<file path="config.mk">
export PLATFORM = sky130hd
export DESIGN_NAME = iic_cond_gen
export DESIGN_NICKNAME = d
export VERILOG_FILES = /design/src/rtl/iic_pkg.sv /design/src/rtl/iic_qtr_timer.sv /design/src/rtl/iic_cond_gen.sv
export SDC_FILE = /design/constraint.sdc
export NUM_CORES = 1
export LEC_CHECK = 0
export CELL_PAD_IN_SITES_DETAIL_PLACEMENT = 0
export CELL_PAD_IN_SITES_GLOBAL_PLACEMENT = 1
export CORE_UTILIZATION = 50
export CTS_BUF_LIST = sky130_fd_sc_hd__clkbuf_16
export CTS_CLUSTER_DIAMETER = 30
export DETAILED_ROUTE_END_ITERATION = 6
export HOLD_SLACK_MARGIN = 0.03
export PLACE_DENSITY_LB_ADDON = 0.1
export RECOVER_POWER = 50
export SLEW_MARGIN = 30
export SYNTH_ARGS = -nofsm -noshare
export SYNTH_HDL_FRONTEND = slang
export SYNTH_SLANG_ARGS = --single-unit
</file>
<file path="constraint.sdc">
create_clock -name clk -period 3.8 [get_ports clk]
set_input_delay 0.76 -clock clk [delete_from_list [all_inputs] [get_ports clk]]
set_output_delay 0.76 -clock clk [all_outputs]
set_load 0.02 [all_outputs]
</file>
<file path="src/rtl/iic_pkg.sv">
// rtl/iic_pkg.sv - shared op codes, FSM state and phase types for the I2C condition generator
package iic_pkg;

  localparam logic [1:0] IIC_OP_START   = 2'b00;
  localparam logic [1:0] IIC_OP_RESTART = 2'b01;
  localparam logic [1:0] IIC_OP_STOP    = 2'b10;
  localparam logic [1:0] IIC_OP_RSVD    = 2'b11;

  typedef enum logic [2:0] {
    ST_IDLE,
    ST_CHECK,
    ST_PHASE,
    ST_WAIT_SCL,
    ST_FINISH
  } state_t;

  typedef logic [1:0] phase_t;

  // START needs an idle bus, RESTART/STOP need an owned bus, the reserved code is never legal.
  function automatic logic op_legal(input logic [1:0] op, input logic busy);
    logic ok;
    case (op)
      IIC_OP_START:                ok = !busy;
      IIC_OP_RESTART, IIC_OP_STOP: ok = busy;
      IIC_OP_RSVD:                 ok = 1'b0;
      default:                     ok = 1'b0;
    endcase
    return ok;
  endfunction

endpackage

</file>
<file path="src/rtl/iic_qtr_timer.sv">
// rtl/iic_qtr_timer.sv - quarter-period down-counter with reload, hold and terminal-count strobe
module iic_qtr_timer #(
  parameter int CLK_DIV = 250
) (
  input  logic clk,
  input  logic rst_n,
  input  logic load,
  input  logic hold,
  output logic tc
);

  localparam int W = $clog2(CLK_DIV);
  localparam logic [W-1:0] TOP = W'(CLK_DIV - 1);

  logic [W-1:0] count;

  always_ff @(posedge clk or negedge rst_n) begin
    if (!rst_n) begin
      count <= '0;
    end else if (load) begin
      count <= TOP;
    end else if (!hold && count != '0) begin
      count <= count - W'(1);
    end
  end

  assign tc = (count == '0) && !hold;

endmodule

</file>
<file path="src/rtl/iic_cond_gen.sv">
// rtl/iic_cond_gen.sv - I2C START / repeated START / STOP generator with clock stretching,
// stretch timeout and STOP arbitration check
module iic_cond_gen
  import iic_pkg::*;
#(
  parameter int CLK_DIV     = 250,
  parameter int STRETCH_MAX = 100000
) (
  input  logic       clk,
  input  logic       rst_n,
  input  logic       cmd_valid,
  input  logic [1:0] cmd_op,
  output logic       cmd_ready,
  output logic       done,
  output logic       err,
  output logic       arb_lost,
  output logic       bus_busy,
  input  logic       scl_in,
  input  logic       sda_in,
  output logic       scl_oe,
  output logic       sda_oe
);

  localparam int SW = (STRETCH_MAX > 1) ? $clog2(STRETCH_MAX + 1) : 1;
  localparam logic [SW-1:0] STRETCH_LAST = SW'((STRETCH_MAX > 0) ? STRETCH_MAX - 1 : 0);

  state_t        state;
  phase_t        phase;
  logic [1:0]    op_q;
  logic [SW-1:0] stretch_cnt;
  logic          scl_meta, scl_s, sda_meta, sda_s;
  logic          accept, tmr_load, tmr_hold, tc;

  // Idle bus reads high, so the synchronisers reset to 1.
  always_ff @(posedge clk or negedge rst_n) begin
    if (!rst_n) begin
      scl_meta <= 1'b1;
      scl_s    <= 1'b1;
      sda_meta <= 1'b1;
      sda_s    <= 1'b1;
    end else begin
      scl_meta <= scl_in;
      scl_s    <= scl_meta;
      sda_meta <= sda_in;
      sda_s    <= sda_meta;
    end
  end

  assign accept   = cmd_valid && cmd_ready;
  assign tmr_load = accept || (state == ST_PHASE && tc);
  assign tmr_hold = (state == ST_WAIT_SCL) && !scl_s;

  iic_qtr_timer #(.CLK_DIV(CLK_DIV)) u_qtr_timer (
    .clk   (clk),
    .rst_n (rst_n),
    .load  (tmr_load),
    .hold  (tmr_hold),
    .tc    (tc)
  );

  // The CHECK cycle doubles as the first cycle of P0, so the timer is loaded on accept.
  always_ff @(posedge clk or negedge rst_n) begin
    if (!rst_n) begin
      state       <= ST_IDLE;
      phase       <= '0;
      op_q        <= IIC_OP_START;
      stretch_cnt <= '0;
      cmd_ready   <= 1'b1;
      done        <= 1'b0;
      err         <= 1'b0;
      arb_lost    <= 1'b0;
      bus_busy    <= 1'b0;
      scl_oe      <= 1'b0;
      sda_oe      <= 1'b0;
    end else begin
      done     <= 1'b0;
      err      <= 1'b0;
      arb_lost <= 1'b0;
      case (state)
        ST_IDLE, ST_FINISH: begin
          state     <= ST_IDLE;
          cmd_ready <= 1'b1;
          if (accept) begin
            state     <= ST_CHECK;
            cmd_ready <= 1'b0;
            op_q      <= cmd_op;
            if (!op_legal(cmd_op, bus_busy)) begin
              err <= 1'b1;
            end else if (cmd_op == IIC_OP_RESTART) begin
              sda_oe <= 1'b0;
            end else if (cmd_op == IIC_OP_STOP) begin
              sda_oe <= 1'b1;
            end
          end
        end

        ST_CHECK: begin
          if (!op_legal(op_q, bus_busy)) begin
            state     <= ST_IDLE;
            cmd_ready <= 1'b1;
          end else begin
            state <= ST_PHASE;
            phase <= 2'd0;
          end
        end

        ST_PHASE: begin
          if (tc) begin
            case (phase)
              2'd0: begin
                phase <= 2'd1;
                if (op_q == IIC_OP_START) begin
                  sda_oe <= 1'b1;
                end else begin
                  scl_oe      <= 1'b0;
                  state       <= ST_WAIT_SCL;
                  stretch_cnt <= '0;
                end
              end
              2'd1: begin
                phase <= 2'd2;
                if (op_q == IIC_OP_START) scl_oe <= 1'b1;
                else                      sda_oe <= (op_q == IIC_OP_RESTART);
              end
              2'd2: begin
                if (op_q == IIC_OP_START) begin
                  state     <= ST_FINISH;
                  cmd_ready <= 1'b1;
                  done      <= 1'b1;
                  bus_busy  <= 1'b1;
                end else begin
                  phase <= 2'd3;
                  if (op_q == IIC_OP_RESTART) scl_oe <= 1'b1;
                end
              end
              default: begin
                state     <= ST_FINISH;
                cmd_ready <= 1'b1;
                if (op_q == IIC_OP_STOP) begin
                  bus_busy <= 1'b0;
                  scl_oe   <= 1'b0;
                  sda_oe   <= 1'b0;
                  if (sda_s) done     <= 1'b1;
                  else       arb_lost <= 1'b1;
                end else begin
                  done <= 1'b1;
                end
              end
            endcase
          end
        end

        ST_WAIT_SCL: begin
          if (scl_s) begin
            state <= ST_PHASE;
          end else if (STRETCH_MAX > 0 && stretch_cnt == STRETCH_LAST) begin
            state     <= ST_IDLE;
            cmd_ready <= 1'b1;
            err       <= 1'b1;
            bus_busy  <= 1'b0;
            scl_oe    <= 1'b0;
            sda_oe    <= 1'b0;
          end else if (stretch_cnt != '1) begin
            stretch_cnt <= stretch_cnt + SW'(1);
          end
        end

        default: begin
          state     <= ST_IDLE;
          cmd_ready <= 1'b1;
        end
      endcase
    end
  end

endmodule

</file>
==> results.toml <==
[status]
status = "finished, violations left"
violations = "capacitance limit, slew limit"

[logic_synthesis]
synth_xor_area_share_pct = 2.07
ys.flop_type = "dfrtp_1"
synth_fa_ha_area_share_pct = 7.38
synth_area_per_cell_um2 = 9.67
syn_nets = 285
synthDominantCellAreaShare_pct = 37.4
yosysTopAreaCell = "dfrtp_1"
synth_edf_count = 0
async_reset_ff_share_pct = 100
synth.distinct_cells = 56
synth_seq_cells = 43
post-synth-top-count-cell = "dfrtp_1"
yosys-top-cells-count = "38 x dfrtp_1, 28 x nand2_1, 18 x a21oi_1"
syn_inst = 263
synth_area_mm2 = 0.00254
synth_compound_area_share_pct = 19.5
synthMuxAreaShare_pct = 1.33
seq_area_frac_synth_pct = 42.6
synth_top_family_by_area = "simple AND/OR/NAND/NOR gates"
synth_simple_gate_area_share_pct = 22.9
synth.area.top_cells = "dfrtp_1 37%, ha_1 7.4%, dfstp_2 5.2%"
yosysWarnings = 0

[timing]
setup_ws_ns = 1.24
rsz0062_at_grt = "false"
tightest_slew_ns = 2.25
post-route-period-util_pct = 67.2
fin_crit_ns = 2.56
max_clock_freq_mhz = 391
final.setup.tns_ns = 0
setup_viol = 0
relSlewSlack_pct = -50.1
slew_viol_final = 44
finalClockSkew_ns = 0.00437
hold_viol = 0

[setup_path]
crit_path_end_kind = "flop"
crit_type = "reg -> reg"
crit_arrival_ns = 2.72
worstPathRequired_ns = 3.97
cp_max_fo = 14
start_kind = "flop"

[floorplanning]
initial_core_util_pct = 52.8
die_w_um = 73.3
ios = 14
die-height_um = 73.3
dieArea_mm2 = 0.00537
rows = 25
core_area_mm2 = 0.00482

[detailed_routing]
drc = 0
vias_per_cell = 5.55
routed_wirelength_um = 4980
vias = 1909
first_pass_iters = 4
ant_nets = 0
post_drt_wl_per_cell_um = 14.5
dr.first_iter.drc_count = 113

[placement]
pre_cts_slack_ns = 1.26
dp_cells = 336
portBuffers = 13
dp_hpwl_um = 3550
gp_congestion = 0.782

[cts]
cts_sinks = 43
cts-root-buf = "clkbuf_16"
clk_latency_ns = 0.28
htree_levels = 2
post_cts_buffers = 0
clkSlewWorstSetupHoldPaths_ns = 0.06
ctsHoldBuffers = 0
cts_buffers = 5
cts.path.max_buffers = 2
post_cts_resized = 0
cts_tree = "built"

[layout]
area_growth_syn_to_layout_pct = 12.2
diodes = 0
drive_above_1_share_pct = 10.5
finalNetCount = 298
num-fill-cells = 472
stdcell_count = 344

[power_and_ir_drop]
power_leakage_nw = 1.24
ir_worst_vdd_mv = 0.289
powerDensity_mw_per_mm2 = 520

[grt]
grt_max_degree = 44
grt_pass1_vias = 1810
grtUsageTotal_pct = 21.8
gr-total-overflow = 0
antenna_found_initial = 0
grt_pass1_wl_um = 8760

[worst_hold_path]
min_path_type = "reg -> reg"

[flow_run]
cap_violations = 1
[area by class of cell]
| type | instances | area [um^2] | area share [%] |
|---|---|---|---|
| multi-input cells | 196 | 1350 | 47.4 |
| flip-flops and latches | 43 | 1080 | 38.0 |
| repair buffers | 14 | 131 | 4.61 |
| clock buffers | 5 | 125 | 4.39 |
| well taps | 67 | 83.8 | 2.94 |
| inverters | 16 | 60.1 | 2.11 |
| clock inverters | 3 | 16.3 | 0.570 |
[critical path, stage by stage (launching register included)]
cell      delay [ns]
dfrtp_1         0.46
and4_1          0.26
and3_1          0.22
and3_2          0.23
and3_1          0.17
ha_1            0.22
inv_1           0.10
o41a_4          0.25
and4_4          0.24
o21bai_1        0.06
a22o_1          0.23
[path summary, 6_finish.rpt]
kind | start | end | slack, ns | cells after the start
max reg2reg | stretch_cnt[7]$_DFFE_PN0P_ | stretch_cnt[12]$_DFFE_PN0P_ | 1.24 | 10
max in group asynchronous | rst_n | sda_oe$_DFFE_PN0P_ | 1.37 | 1
min in group asynchronous | rst_n | stretch_cnt[2]$_DFFE_PN0P_ | 1.15 | 1
min | sda_meta$_DFF_PN1_ | sda_s$_DFF_PN1_ | 0.35 | 0
min reg2reg | sda_meta$_DFF_PN1_ | sda_s$_DFF_PN1_ | 0.35 | 0
max | stretch_cnt[7]$_DFFE_PN0P_ | stretch_cnt[12]$_DFFE_PN0P_ | 1.24 | 10
[layer usage]
metal  vias to the layer above  part of all wire, %  global-route usage, %
met2                        35                   46                   32.5
met5                         -                    0                      0
met3                         6                  3.7                   4.53
met4                         0                  1.3                   9.40
met1                       889                   49                   30.7
li1                        979                    -                      -
[state kept, by name, summed over array words and instances, names as in the netlist]
signal             cells
bus_busy               1
phase                  2
scl_meta               1
scl_oe                 1
done                   1
cmd_ready              1
stretch_cnt           17
scl_s                  1
sda_meta               1
arb_lost               1
state                  3
sda_s                  1
err                    1
u_qtr_timer.count      8
sda_oe                 1
op_q                   2
[per-stage QoR]
stage | util [%] | hold slack (ns) | total power [W] | area (um^2)
detailed placement | 56.3 | 0.347 | 0.00108 | 2710
global placement | 56.3 | 0.347 | 0.00108 | 2710
CTS | 59.3 | 0.355 | 0.00150 | 2860
global route | 59.2 | 0.361 | 0.00159 | 2850
finish | 59.2 | 0.355 | 0.00148 | 2850
floorplan | - | 0.345 | 0.000960 | 2540
[cell usage in the layout (no fill, tap or decap), drive strengths merged, types with 4 or more instances in the layout]
master	Yosys	routed
xor2	5	5
nor4	4	4
ha	15	15
dfstp	5	5
a22o	6	6
nor2	14	14
a21oi	18	18
nor3	8	8
nand3	8	8
dfrtp	38	38
o31ai	7	7
o21ai	16	16
and3	5	5
clkdlybuf4s50	0	11
clkbuf	4	6
nand2	29	29
nand2b	6	6
inv	16	17
o21a	4	4
[power breakdown]
| group | switching [W] | total (W) | leakage [nW] | internal, W |
|---|---|---|---|---|
| clock network | 0.000166 | 0.000406 | 0.0710 | 0.000239 |
| logic | 0.000261 | 0.000465 | 0.628 | 0.000204 |
| registers | 0.0000767 | 0.000612 | 0.540 | 0.000535 |
| total | 0.000504 | 0.00148 | 1.24 | 0.000979 |
[kinds of logic after synthesis]
kind of cell,Yosys count
AND/OR/NAND/NOR,99
buffers and inverters,24
XOR/XNOR,6
multiplexers,3
adder cells (fa/ha/maj),15
flip-flops,43
AO/OA/AOI/OAI,73
No activity file was read; power rests on OpenSTA's default activity.
